**config.mk**
```make
export PLATFORM = sky130hd
export DESIGN_NAME = booth_multiplier_flat
export DESIGN_NICKNAME = d
export VERILOG_FILES = /design/src/rtl/booth_multiplier_if.sv /design/src/rtl/booth_multiplier.sv /design/src/flat_wrapper.sv
export SDC_FILE = /design/constraint.sdc
export NUM_CORES = 1
export LEC_CHECK = 0
export CORE_MARGIN = 2
export CORE_UTILIZATION = 34
export CTS_CLUSTER_DIAMETER = 120
export DETAILED_ROUTE_END_ITERATION = 16
export GPL_TIMING_DRIVEN = 0
export SYNTH_ARGS = -nofsm -noshare
export SYNTH_HDL_FRONTEND = slang
export SYNTH_SLANG_ARGS = --single-unit
```
**constraint.sdc**
```tcl
create_clock -name clk -period 2.95 [get_ports clk]
set_input_delay 0.295 -clock clk [delete_from_list [all_inputs] [get_ports clk]]
set_output_delay 0.295 -clock clk [all_outputs]
set_load 0.02 [all_outputs]
```
**src/rtl/booth_multiplier_if.sv**
```systemverilog
// Operand/handshake bundle between a bus master and the Booth multiplier slave.
// state mirrors the controller FSM for observation only.
interface booth_multiplier_if;
  logic [4:0] inbus;
  logic       start;
  logic       done;
  logic       ready;
  logic [9:0] result;
  logic [2:0] state;

  modport slave  (input inbus, start, output done, ready, result, state);
  modport master (output inbus, start, input done, ready, result, state);
endinterface

```
**src/rtl/booth_multiplier.sv**
```systemverilog
// Sequential 5x5 signed radix-2 Booth multiplier with a 10-bit product.
// Operands arrive on one shared bus on the two cycles after start.
module booth_multiplier (
  input logic               clk,
  input logic               rst,
  booth_multiplier_if.slave bus
);
  typedef enum logic [2:0] {
    IDLE  = 3'd0,
    GET_A = 3'd1,
    GET_B = 3'd2,
    CALC  = 3'd3,
    DONE  = 3'd4
  } state_t;

  state_t      state_q, state_d;
  logic [4:0]  m_q, m_d;
  logic [5:0]  a_q, a_d;
  logic [4:0]  q_q, q_d;
  logic        qm1_q, qm1_d;
  logic [2:0]  cnt_q, cnt_d;
  logic [9:0]  result_q, result_d;
  logic [5:0]  m_ext;
  logic [5:0]  sum;

  // Six-bit accumulator keeps -(-16) = +16 representable.
  always_comb begin
    m_ext = {m_q[4], m_q};
    case ({q_q[0], qm1_q})
      2'b01:   sum = a_q + m_ext;
      2'b10:   sum = a_q - m_ext;
      default: sum = a_q;
    endcase
  end

  always_comb begin
    state_d  = state_q;
    m_d      = m_q;
    a_d      = a_q;
    q_d      = q_q;
    qm1_d    = qm1_q;
    cnt_d    = cnt_q;
    result_d = result_q;
    case (state_q)
      IDLE: begin
        if (bus.start) state_d = GET_A;
      end
      GET_A: begin
        m_d     = bus.inbus;
        state_d = GET_B;
      end
      GET_B: begin
        q_d     = bus.inbus;
        a_d     = 6'd0;
        qm1_d   = 1'b0;
        cnt_d   = 3'd5;
        state_d = CALC;
      end
      CALC: begin
        a_d   = {sum[5], sum[5:1]};
        q_d   = {sum[0], q_q[4:1]};
        qm1_d = q_q[0];
        cnt_d = cnt_q - 3'd1;
        if (cnt_q == 3'd1) begin
          result_d = {sum[5:1], sum[0], q_q[4:1]};
          state_d  = DONE;
        end
      end
      DONE: begin
        state_d = IDLE;
      end
      default: state_d = IDLE;
    endcase
  end

  always_ff @(posedge clk or negedge rst) begin
    if (!rst) begin
      state_q  <= IDLE;
      m_q      <= 5'd0;
      a_q      <= 6'd0;
      q_q      <= 5'd0;
      qm1_q    <= 1'b0;
      cnt_q    <= 3'd0;
      result_q <= 10'd0;
    end else begin
      state_q  <= state_d;
      m_q      <= m_d;
      a_q      <= a_d;
      q_q      <= q_d;
      qm1_q    <= qm1_d;
      cnt_q    <= cnt_d;
      result_q <= result_d;
    end
  end

  assign bus.ready  = (state_q == IDLE);
  assign bus.done   = (state_q == DONE);
  assign bus.result = result_q;
  assign bus.state  = state_q;
endmodule

```
**src/flat_wrapper.sv**
```systemverilog
// flat-port wrapper written by rule: the top's interface ports become plain ports
module booth_multiplier_flat 
  (clk, rst, bus_inbus, bus_start, bus_done, bus_ready, bus_result, bus_state);
  booth_multiplier_if bus_i ();
  input logic clk;
  input logic rst;
  input wire logic [$bits(bus_i.inbus)-1:0] bus_inbus;
  input wire logic [$bits(bus_i.start)-1:0] bus_start;
  output wire logic [$bits(bus_i.done)-1:0] bus_done;
  output wire logic [$bits(bus_i.ready)-1:0] bus_ready;
  output wire logic [$bits(bus_i.result)-1:0] bus_result;
  output wire logic [$bits(bus_i.state)-1:0] bus_state;
  assign bus_i.inbus = bus_inbus;
  assign bus_i.start = bus_start;
  assign bus_done = bus_i.done;
  assign bus_ready = bus_i.ready;
  assign bus_result = bus_i.result;
  assign bus_state = bus_i.state;
  booth_multiplier u_core (.clk(clk), .rst(rst), .bus(bus_i));
endmodule
```
# Yosys cells after proc, flatten, opt, wreduce, memory -nomap -nowiden

Cells that the tools add are included.

Register bits after elaboration: 33

Multiplexer cells: 8
$add $sub $neg: 3
Reductions and logical operators: 4
Equality and inequality tests: 9

Operators with widths:

| kind                | number |
|---|---|
| $pmux 6 s2          | 2 |
| $pmux 3 s4          | 1 |
| $pmux 5 s2          | 1 |
| $add 6x6->6         | 1 |
| $eq 3x1->1 const B  | 2 |
| $eq 3x2->1 const B  | 2 |
| $mux 3              | 2 |
| $pmux 3 s2          | 1 |
| $sub 6x6->6         | 1 |
| $reduce_and 2->1    | 2 |
| $eq 3x3->1 const B  | 1 |
| $logic_not 3->1     | 1 |
| $sub 3x1->3 const B | 1 |
| $eq 2x1->1 const B  | 1 |
| $eq 2x2->1 const B  | 1 |
| $ne 2x1->1 const B  | 1 |
| $ne 2x2->1 const B  | 1 |
| $pmux 1 s2          | 1 |
| $reduce_bool 2->1   | 1 |

# Depth between registers and ports, before layout

Gate-level depths: netlist of the first run.

Word-level depth: 3
Depth in mapped cells: 11

# Worst setup path after synthesis of the first run

No wires, ideal clock.

Path type: register -> register
From: reg u_core.m_q[0]
To: reg u_core.result_q[9], in the netlist u_core.bus.result[9]
Clock period less this slack: 2.210 ns
Cell stages (with the launch flop): 11
Setup time: 0.123 ns
Slack: 0.740 ns
Data arrival time: 2.087 ns
Cell sequence: dfrtp_1 > inv_1 > ha_1 > mux2i_1 > ha_1 > nand2b_1 > a21oi_1 > or3_1 > a21oi_2 > xnor2_1 > a21oi_2

Longest elaborated chain between the ends: 2
Elaborated cells between the ends (all ways): 3
Classes of those cells: add/sub: 2; mux: 1

Ends and longest elaborated chain:

| item                                              | line                                           | text |
|---|---|---|
| start: declaration                                | booth_multiplier.sv:17                         | `logic [4:0] m_q, m_d;` |
| start signal: assignment                          | booth_multiplier.sv:87                         | `m_q <= m_d;` |
| $sub 6x6->6 / $add 6x6->6 (equally long branches) | booth_multiplier.sv:31, booth_multiplier.sv:30 |  |
| $pmux 6 s2 *                                      | booth_multiplier.sv:29                         | `case ({q_q[0], qm1_q})` |
| end signal: assignment                            | booth_multiplier.sv:92                         | `result_q <= result_d;` |
| end: declaration                                  | booth_multiplier.sv:22                         | `logic [9:0] result_q, result_d;` |

Every way passes the cells marked *; elsewhere a longest branch is shown, timed or not.
A chain may end at the register's enable or synchronous reset.

# Final worst setup path of the first run

From: reg u_core.qm1_q
To: reg u_core.result_q[9], in the netlist u_core.bus.result[9]

Longest elaborated chain between the ends: 2
Elaborated cells between the ends (all ways): 3
Classes of those cells: eq/ne: 2; mux: 1

Ends and longest elaborated chain:

| item                                            | line                   | text |
|---|---|---|
| start: declaration                              | booth_multiplier.sv:20 | `logic qm1_q, qm1_d;` |
| start signal: assignment                        | booth_multiplier.sv:90 | `qm1_q <= qm1_d;` |
| $eq 2x2->1 / $eq 2x1->1 (equally long branches) | booth_multiplier.sv:29 |  |
| $pmux 6 s2 *                                    | booth_multiplier.sv:29 |  |

Marks and branches as above.

==> results of run 1 <==
-- synthesized netlist by cell type, types with 2 or more instances --
cell and count:
mux2_2 8, mux2i_1 9, xnor2_1 6, a21oi_2 2, buf_2 2, a21oi_1 12, nor2_1 16, inv_1 9
ha_1 9, nand2_1 16, nand3b_1 2, nand3_1 4, nand2b_1 2, clkbuf_1 2, nor3_1 3, dfrtp_1 32
o21ai_0 17
-- layout make-up --
type                       count  area (um2)  share of cell area (%)
multi-input combinational    119         803                    39.5
tap                           67        83.8                    4.12
timing repair buffer          22         215                    10.6
inverter                       9        33.8                    1.66
clock inverter                 1        5.00                   0.246
clock buffer                   6        72.6                    3.56
sequential                    32         801                    39.3
buffer                         5        21.3                    1.04
-- critical path, delay by kind of cell (launching register included) --
family,cells,cell delay [ns]
adders and majority gates,2,0.56
and+or+nand+nor,2,0.45
DFF,1,0.36
AOI/OAI and AO/OA,3,0.36
muxes,1,0.33
xor gates and xnor gates,1,0.16
buffers and inverters,1,0.07
-- logic make-up after synthesis --
group / Yosys count / synth area share (%)
adders and majority gates: 10 / 7.99
and+or+nand+nor: 49 / 14.0
AOI/OAI and AO/OA: 36 / 11.8
xor gates and xnor gates: 7 / 3.70
muxes: 17 / 10.9
buffers and inverters: 14 / 3.32
DFF: 32 / 48.3
-- metrics by stage --
stage / hold slack [ns] / total power, mW / instance area, um2 / setup WS, ns
after floorplan: -0.000591 / 2.01 / 1660 / 0.740
after global placement: 0.497 / 2.42 / 1960 / 0.543
after detailed placement: 0.403 / 2.46 / 1960 / 0.538
after CTS: 0.0970 / 2.78 / 2040 / 0.513
after global routing: 0.135 / 3.00 / 2040 / 0.338
final: 0.0619 / 2.73 / 2040 / 0.545
-- per-layer routing --
layer	routed length (um)	vias up	track usage, %
met4	48	0	4.85
met5	0	-	0
met2	1470	23	20.6
met3	122	8	3.70
li1	-	619	-
met1	1570	561	18.3
-- final timing paths --
path                       slack, ns                               end
max                             0.55  u_core.bus.result[9]$_DFFE_PN0P_
min                             0.06  u_core.bus.result[5]$_DFFE_PN0P_
max reg2reg                     0.55  u_core.bus.result[9]$_DFFE_PN0P_
min reg2reg                     0.51  u_core.bus.result[0]$_DFFE_PN0P_
max in group asynchronous       2.44  u_core.bus.result[2]$_DFFE_PN0P_
min in group clk                0.51  u_core.bus.result[0]$_DFFE_PN0P_
-- power by group through the flow --
stage / registers [mW] / clock network (mW) / logic [mW]
after floorplan: 0.887 / 0 / 1.12
after CTS: 0.824 / 0.321 / 1.63
after global placement: 0.823 / 0 / 1.60
after global routing: 0.854 / 0.338 / 1.81
final: 0.820 / 0.311 / 1.60
after detailed placement: 0.830 / 0 / 1.63
-- state kept, by name, summed over array words and instances (netlist names) --
name	cells
u_core.bus.result	10
u_core.a_q	5
u_core.m_q	5
u_core.q_q	5
u_core.bus.state	3
u_core.cnt_q	3
u_core.qm1_q	1
==> metrics.txt, run 1 <==
vias in the first global route around 1.2k; syn_nets 183; Max Freq just over 400 MHz; top post-synthesis cells by area dfrtp_1, ha_1, mux2i_1; CTS Root Cell clkbuf_8; Fill cells roughly 480; sink count of the clock tree 32; Post-CTS Resized 0; period utilisation layout 81.5%; hold buffer count at CTS 0; final-report setup violation count 0; commonest cells after routing, fill and taps aside dfrtp_1, clkdlybuf4s50_1, o21ai_0, nor2_1, nand2_1; cell area after synthesis 0.00166 mm2; largest net degree at the start of global routing 33; status finished, final reports clean; Reg clk slew, reported paths 0.06 ns; WL/cell 12.3 um; DRC violation count after routing 0; H-tree levels 2; initial drt markers around 70; Clk Latency, worst-skew pair about 0.28 ns; R2R depth 10; placed cells approximately 250; ANT cells 0; relative slew slack a little over half; first-pass GRT wire length 5.51 mm; Tmin final ~2.4 ns; FFs w/ async S/R, synth 100%; Flop pwr share around 30%; # IOs 23; Port Buffers 22; Worst Path Arrival ~2.6 ns; Die Footprint ~0.0055 mm2; Vias roughly 1.2k; CTS tree done; Initial Util 35.1%; Critical Path Source u_core.qm1_q$_DFFE_PN0P_; ys flop type dfrtp_1; Sw Share a little over two fifths; Slowest Stage Delay on Critical Path 0.36 ns; Tot GR Track Use a little over an eighth; Final Hold Vio Count 0; Post-CTS Setup Bufs 0; Worst EP required between 3 and 4 ns; R2R Path Start u_core.qm1_q$_DFFE_PN0P_; clk buf depth 2; slowest stage cell, crit path dfrtp_1; area growth from synthesis to layout 22.7%; P per Cell Area ~1300 mW/mm2; logic gate share of total power about three fifths; Core Area ~0.0047 mm2; Die H around 74 um; sequential share of the synthesized area 48.3%; Synth area leader dfrtp_1; final core occ 43.1%; Worst IR Drop VDD 0.000474 V; Distinct cells, synth 31; Clk pwr share between 10 and 15%; gr ovfl total 0; Least-Margin Pin Slew approximately 0.7 ns; number of synthesized flops with an enable pin 0; crit start category flop; Maximum Capacitance Violations 0; internal power about 1.6 mW; critical path endpoint category flop; Synth Area per Inst between 10 and 15 um2; crit-path cells inv_1, ha_1, mux2i_1, ha_1, nand2b_1, a21oi_1, or3_1, a21oi_2, xnor2_1, a21oi_2; post-route insts no fill 261; RSZ-0062 raised after global routing false; drt first pass iters 4; Synth top area share 48.3%; most common cell after layout, fill and taps aside dfrtp_1; maximum fanout along the worst path 6; Max Slew Vio Count 0; leakage 0.903 nW; DRT Wirelength about 3.2 mm; Synth Register Bits 32; initial antenna violation count 0; share of cells above drive strength 1 11.3%; Final Wtd Congestion approximately 0.78; Die X 73.9 um; clock skew approximately 0.0069 ns; Synth warnings 0; CTS Buf Count 5; CP Class reg2reg; post-route antenna net violation count 0; via/cell ratio about 4.6; switching power 1.18 mW; TNS Setup 0 ns; Cell Rows 25; Min-Delay Path Class in2async; HPWL Detailed about 2.4 mm; Syn Inst Count ~170; # nets final around 210
Note: power is estimated with default switching activity, not from simulation.
==> run 2, diff against run 1 <==
Clock period 2.95 ns to 2.3 ns, I/O delays scaled along.
==> run 2 against run 1 <==
The run now ends with negative hold slack, negative setup slack left. Clock skew about the same. First-iteration DRC count decreased by 4.2%. Sequential cell count stayed put. Utilization is 2.1 points higher. Non-clock buffer count up 6. Critical path depth is the same. Global-route usage about the same. Maximum frequency grew 2.7%. Largest cell class unchanged.
==> metrics.txt, run 2 (synthesized netlist as in run 1, its figures left out) <==
status finished with violations; failing checks negative hold slack, negative setup slack; clk buf depth 2 (unchanged); WP buf/inv 0 (-1); Worst EP required 2.46 ns (-0.65 ns); multi-input logic area 856 um2 (+6.5%); Maximum Capacitance Violations 0 (unchanged); maximum fanout along the worst path 5 (-1); Max Slew Vio Count 0 (unchanged); WL/cell 12.5 um (+1.8%); Core Area 0.00472 mm2 (unchanged); vias in the first global route 1161 (+0.96%); drt first pass iters 4 (unchanged); ANT cells 0 (unchanged); Slowest Stage Delay on Critical Path 0.42 ns (+0.06 ns); final core occ 45.2% (+2.1 points); final-report setup violation count 1 (+1); post-route antenna net violation count 0 (unchanged); Tmin final 2.34 ns (-0.0638 ns); initial drt markers 68 (-4.2%); initial antenna violation count 0 (unchanged); Setup WS post-layout -0.0410 ns (-0.586 ns); hold buffer count at CTS 0 (unchanged); # nets final 218 (+2.8%); most common cell after layout, fill and taps aside dfrtp_1; gr ovfl total 0 (unchanged); CTS tree done; Least-Margin Pin Slew 0.705 ns (+0.00137 ns); Final Hold Vio Count 1 (+1); Max Freq 427 MHz (+2.7%); # IOs 23 (unchanged); share of cells above drive strength 1 18.5% (+7.2 points); crit-path cells ha_4, a21oi_2, xnor2_1, ha_1, a21oi_2, nand2_1, or3_1, a21oi_2, xnor2_1, a21oi_2; CTS Root Cell clkbuf_8; period utilisation layout 102% (+20 points); Tot GR Track Use 13.5% (+0.029 points); HPWL Detailed 2.41 mm (unchanged); Die Footprint 0.00545 mm2 (unchanged); commonest cells after routing, fill and taps aside dfrtp_1, clkdlybuf4s50_1, o21ai_0, nor2_1, nand2_1; CTS Buf Count 5 (unchanged); Hold Slack -0.000807 ns (-0.0627 ns); Vias 1253 (+3.5%); Fill cells 469 (-2.5%); Port Buffers 22 (unchanged); Initial Util 35.1% (unchanged); slowest stage cell, crit path dfrtp_1; RSZ-0062 raised after global routing true; max FFs per register 10 (unchanged); DRT Wirelength 3.35 mm (+4.2%); critical path endpoint category flop; Cell Rows 25 (unchanged); Final Wtd Congestion 0.777 (unchanged); Worst Path Arrival 2.50 ns (-0.06 ns); via/cell ratio 4.69 (+1.1%); crit start category flop; family with the most delay on the worst path adder cells; clock skew 0.00690 ns (-0.0000335 ns); sink count of the clock tree 32 (unchanged); largest net degree at the start of global routing 33 (unchanged); crit-path most repeated cell a21oi_2; register area 801 um2 (unchanged); CP Class reg2reg; first-pass GRT wire length 5.53 mm (+0.36%); Die H 73.9 um (unchanged); DRC violation count after routing 0 (unchanged); Min-Delay Path Class in2async; area growth from synthesis to layout 28.7%; Die X 73.9 um (unchanged); relative slew slack 53.0% (-0.091 points); Clk Latency, worst-skew pair 0.28 ns (about the same); H-tree levels 2 (unchanged); Reg clk slew, reported paths 0.06 ns (about the same)
[run 2: cell types whose count changed in the layout (fill, tap and decap cells not counted), moves of 2 or more]
cell / previous run / this run
a21oi_2: 2 / 6
ha_4: 0 / 2
buf_4: 0 / 6
a21oi_1: 12 / 8
ha_1: 9 / 7
[run 2: worst paths after layout]
path                                                  start                                to  slack (ns)  cells after the start
setup / recovery                  u_core.q_q[0]$_DFFE_PN0P_  u_core.bus.result[9]$_DFFE_PN0P_       -0.04                     10
setup reg to reg                  u_core.q_q[0]$_DFFE_PN0P_  u_core.bus.result[9]$_DFFE_PN0P_       -0.04                     10
hold reg to reg            u_core.bus.result[0]$_DFFE_PN0P_  u_core.bus.result[0]$_DFFE_PN0P_        0.51                      1
max in group asynchronous                               rst  u_core.bus.result[1]$_DFFE_PN0P_        1.85                      1
min in group clk           u_core.bus.result[0]$_DFFE_PN0P_  u_core.bus.result[0]$_DFFE_PN0P_        0.51                      1
hold / removal                                          rst  u_core.bus.result[5]$_DFFE_PN0P_     -0.0008                      1
[run 2: per-layer routing]
layer / GRT usage [%] / part of all wire, % / up-vias / wire (um)
met5: 0 / 0 / - / 0
met4: 4.85 / 1.4 / 0 / 48
met3: 3.70 / 3.4 / 8 / 115
met2: 20.6 / 46 / 21 / 1530
met1: 18.3 / 49 / 594 / 1650
li1: - / - / 630 / -
[run 2: repair_timing]
action / in CTS / in global routing
setup endpoints to repair: 4 / 4
pin swaps: 1 / 11
endpoints found under the hold margin: 0 / 0
resized for setup: 5 / 7
setup buffers: 2 / 4
[run 2: layout make-up]
cell class	instances	share of cell area, %
Sequential cell	32	37.5
Inverter	9	1.58
Clock inverter	1	0.234
Multi-Input combinational cell	119	40.1
Tap cell	67	3.93
Buffer	5	1.06
Clock buffer	6	3.40
Timing Repair Buffer	28	12.2
[run 2: stage by stage]
stage	hold slack (ns)	TNS, ns	area (um2)	worst slack [ns]	cells
after floorplan	-0.0656	0	1660	0.0895	165
after global routing	0.0700	-0.217	2130	-0.145	267
after detailed placement	0.338	-0.118	1960	-0.112	254
final	-0.000807	-0.0410	2130	-0.0410	267
after global placement	0.497	-0.107	1960	-0.107	254
after CTS	0.0320	0	2070	0.00420	263
Power of run 2 is left out: the tool's default activity adds up to more than one toggle a clock period on the data nets, which glitch-free logic cannot reach.
==> run 3, diff against run 2 <==
Settings changed: CORE_ASPECT_RATIO set to 1.25.
==> run 3 against run 2 <==
The flow still finishes with violations (negative hold slack, negative setup slack). Via count grew 2.6%. Final area grew 3.3%. First-iteration DRC count shrank 59%. Critical path depth is the same. Sequential share of layout area shrank 1.2 points. Worst hold slack lost 0.0071 ns. Final cell count shrank 2.2%. Critical path type unchanged. Critical endpoint unchanged.
==> metrics.txt, run 3 (synthesized netlist as in run 1, its figures left out) <==
crit-path cells nor2_2, a21oi_4, xnor2_1, ha_1, a21oi_2, nand2_1, or3_1, a21oi_2, xnor2_1, a21oi_2; drt first pass iters 4 (unchanged); maximum fanout along the worst path 5 (unchanged); critical path endpoint category flop; clk buf depth 2 (unchanged); Fill cells 454 (-3.2%); placed instance area 0.00195 mm2 (-0.45%); gr ovfl total 0 (unchanged); slowest stage cell, crit path dfrtp_1; commonest cells after routing, fill and taps aside dfrtp_1, clkdlybuf4s50_1, nand2_1, o21ai_0, nor2_1; Worst Path Arrival 2.48 ns (-0.02 ns); crit start category flop; Tmin final 2.32 ns (-0.0238 ns); H-tree levels 2 (unchanged); area growth from synthesis to layout 32.9%; clock skew 0.00578 ns (-0.00112 ns); sink count of the clock tree 32 (unchanged); first-pass GRT wire length 5.64 mm (+2.1%); # IOs 23 (unchanged); Slowest Stage Delay on Critical Path 0.46 ns (+0.04 ns); CTS Root Cell clkbuf_8; CTS tree done; DRC violation count after routing 0 (unchanged); initial drt markers 28 (-59%); share of cells above drive strength 1 21.9% (+3.4 points); Least-Margin Pin Slew 0.712 ns (+0.00673 ns); HPWL Detailed 2.44 mm (+1.3%); Worst EP required 2.47 ns (about the same); largest net degree at the start of global routing 33 (unchanged); Max Freq 432 MHz (+1.0%); vias in the first global route 1265 (+9.0%); Die X 66.5 um (-10%); DRT Wirelength 3.42 mm (+2.2%); Port Buffers 22 (unchanged); Min-Delay Path Class in2async; Reg clk slew, reported paths 0.07 ns (about the same); Die Footprint 0.00546 mm2 (about the same); CP Class reg2reg; CTS Buf Count 5 (unchanged); # nets final 218 (unchanged); Maximum Capacitance Violations 0 (unchanged); max FFs per register 10 (unchanged); ANT cells 0 (unchanged); failing checks negative hold slack, negative setup slack; post-route antenna net violation count 0 (unchanged); relative slew slack 52.6% (-0.45 points); Max Slew Vio Count 0 (unchanged); Final Wtd Congestion 0.707 (-9.0%); crit-path most repeated cell a21oi_2; period utilisation layout 101% (-1.0 points); initial antenna violation count 0 (unchanged); Vias 1285 (+2.6%); Clk Latency, worst-skew pair 0.28 ns (about the same); Core Area 0.00473 mm2 (+0.13%); status finished with violations; final instance area 0.00220 mm2 (+3.3%); hold buffer count at CTS 0 (unchanged); Initial Util 35.1% (-0.046 points); Die H 82.1 um (+11%); Setup WS post-layout -0.0173 ns (+0.0238 ns); final-report setup violation count 1 (unchanged); Tot GR Track Use 13.8% (+0.27 points); most common cell after layout, fill and taps aside dfrtp_1; RSZ-0062 raised after global routing true; Hold Slack -0.00789 ns (-0.00708 ns); via/cell ratio 4.92 (+4.9%); Final Hold Vio Count 7 (+6); WL/cell 13.1 um (+4.5%); Cell Rows 28 (+12%)
==> run 3: area by class of cell <==
type / instances / area (um2) / area share (%)
Sequential cell: 32 / 801 / 36.3
Buffer: 5 / 22.5 / 1.02
Clock buffer: 7 / 96.3 / 4.37
Tap cell: 60 / 75.1 / 3.41
Multi-Input combinational cell: 119 / 882 / 40.0
Inverter: 9 / 33.8 / 1.53
Timing Repair Buffer: 28 / 264 / 12.0
Clock inverter: 1 / 30.0 / 1.36
==> run 3: routing by layer <==
layer,up-vias,track usage [%],part of all wire (%)
met5,-,0,0
met4,0,6.12,1.1
met3,5,3.25,3.0
met2,19,23.0,52
met1,626,17.0,44
li1,635,-,-
==> run 3: per-stage QoR <==
stage	setup slack (ns)	hold WS, ns	TNS, ns	utilization (%)	instances
6_report	-0.0173	-0.00789	-0.0173	46.6	261
5_1_grt	-0.142	0.0537	-0.232	46.6	261
4_1_cts	-0.0358	0.0254	-0.0358	44.4	257
3_5_place_dp	-0.126	0.329	-0.178	41.2	247
3_3_place_gp	-0.0912	0.496	-0.0912	41.3	247
2_1_floorplan	0.0895	-0.0656	0	-	165
==> run 3: worst paths after layout <==
path,slack [ns],cells past startpoint,to,startpoint
worst max-delay path,-0.02,10,u_core.bus.result[9]$_DFFE_PN0P_,u_core.m_q[2]$_DFFE_PN0P_
worst min-delay path,-0.008,1,u_core.q_q[4]$_DFFE_PN0P_,rst
worst max register to register,-0.02,10,u_core.bus.result[9]$_DFFE_PN0P_,u_core.m_q[2]$_DFFE_PN0P_
worst min register to register,0.51,1,u_core.bus.result[0]$_DFFE_PN0P_,u_core.bus.result[0]$_DFFE_PN0P_
max in group asynchronous,1.84,1,u_core.m_q[0]$_DFFE_PN0P_,rst
min in group clk,0.51,1,u_core.bus.result[0]$_DFFE_PN0P_,u_core.bus.result[0]$_DFFE_PN0P_
==> run 3: repair_timing <==
item / in CTS / in global routing
gates resized for setup: 3 / 18
setup buffers: 2 / 4
endpoints found under the setup margin: 5 / 5
pin swaps: 0 / 12
==> run 3: worst max-delay path, delay by kind of cell, from the launching register on <==
family / cells / cell delay [ns]
flops: 1 / 0.46
fa+ha+maj: 1 / 0.37
simple gates: 3 / 0.58
xor+xnor: 2 / 0.28
compound gates: 4 / 0.50
Power of run 3 is left out for the same reason.
==> edit, RTL diff (config.mk and constraints of run 2) <==
Reset style: synchronous (`rst`), changed in one clocked block.
--- a/src/rtl/booth_multiplier.sv
+++ b/src/rtl/booth_multiplier.sv
@@ -74,5 +74,5 @@
   end
 
-  always_ff @(posedge clk or negedge rst) begin
+  always_ff @(posedge clk) begin
     if (!rst) begin
       state_q  <= IDLE;
Formal check against the unedited RTL: differs if rst is asserted again (counterexample within 4 cycles, from zero or initial values and one cycle with rst low); with rst held inactive, the same outputs for 10 cycles.
==> edit against run 2 <==
Critical path type unchanged. Wire length increased by 23%. Critical endpoint is now u_core.a_q[4]. Worst setup slack improved by 0.15 ns. Sequential share of layout area decreased by 8.6 points. Count of clock-buffer cells in the layout increased by 1. Worst hold slack improved by 0.29 ns. Cell count increased by 17%. First-iteration DRC count decreased by 5.9%. Synthesized cell count increased by 30%. Cell area increased by 4.5%. Sequential cell count unchanged. Area after synthesis increased by 3.9%.
==> edit: results (changes against run 2) <==
Route
  • Via count: 1550 (+24%)
  • Initial DRC count: 64 (-5.9%)
  • Total Wirelength: 4110 µm (+23%)

Finish
  • Share of layout cells above drive strength 1: 0.1545 (-0.03053)
  • Non-filler cells, final: 313 (+17%)
  • Non-Clock Buffer Area Fraction: 0.1313 (-0.001161)
  • Fillers: 492 (+4.9%)
  • Area of the multi-input gates: 1040 µm² (+21%)
  • Register area: 645.6 µm² (-19%)
  • Clk_buf instances: 7 (+1)
  • Inverters: 11 (+2)
  • Fraction of area in registers: 0.2896 (-0.08558)
  • Clock-cell share of area: 0.05668 (+0.02034)

Yosys
  • Post-synth ARST share: 0 (-1.000)
  • Post-synth top flop: dfxtp_1
  • Mapped Nets: 232 (+27%)
  • Sequential fraction of the synthesis area: 0.3716 (-0.1111)
  • Synth cell types: 44 (+42%)

GRT
  • First-pass GRT wire length: 6548 µm (+18%)
  • Largest net degree at the start of global routing: 11 (-67%)

Timing
  • Final hold slack: 0.2917 ns (+0.2925 ns)
  • Slew headroom: 0.6329 (+0.1028)
  • Skew final: 0.004119 ns (-0.002782 ns)

Critical path
  • Crit path to: u_core.a_q[4]
  • Crit-path max FO: 6 (+1)
  • CP arrival: 2.41 ns (-0.09 ns)
  • R2r setup slk: 0.11 ns (+0.15 ns)
  • Worst Setup SP: u_core.qm1_q
  • Reg-to-Reg End: u_core.a_q[4]

Min path
  • HP Class: input port to flop

Placement
  • DP HPWL: 2906 µm (+21%)
  • Placed cell areas: 2018 µm² (+3.1%)
  • Buffers on Ports: 21 (-4.5%)
  • Placed insts: 302 (+19%)

Run status
  • Outcome: completed
edit: critical path, cell delays in order (launching register included):
cell	delay, ns
dfxtp_1	0.32
inv_1	0.11
ha_4	0.19
mux2_4	0.33
inv_2	0.05
ha_1	0.20
nor2b_2	0.17
o2111ai_2	0.23
nand3_2	0.14
a211o_1	0.32
o211ai_2	0.06
edit: logic make-up (layout without fill, tap and decap cells):
family	Yosys count	count (layout)	share of synthesized area
simple gates	92	92	0.2591
compound gates	47	47	0.1778
buf+inv	23	55	0.05878
mux	6	6	0.03556
flops	32	32	0.3716
fa+ha+maj	10	10	0.07692
xor+xnor	4	4	0.02032
edit: timing repair:
action,CTS,global route
cloned,0,0
pin swaps,1,11
setup buffers,0,3
setup endpoints to repair,6,6
resized for setup,6,13
edit: routing by layer:
| metal | global-route usage | routed length (µm) |
|---|---|---|
| met1 | 0.1956 | 1905 |
| met2 | 0.2563 | 2014 |
| met4 | 0.05848 | 67 |
| met5 | 0 | 0 |
| met3 | 0.03614 | 122 |
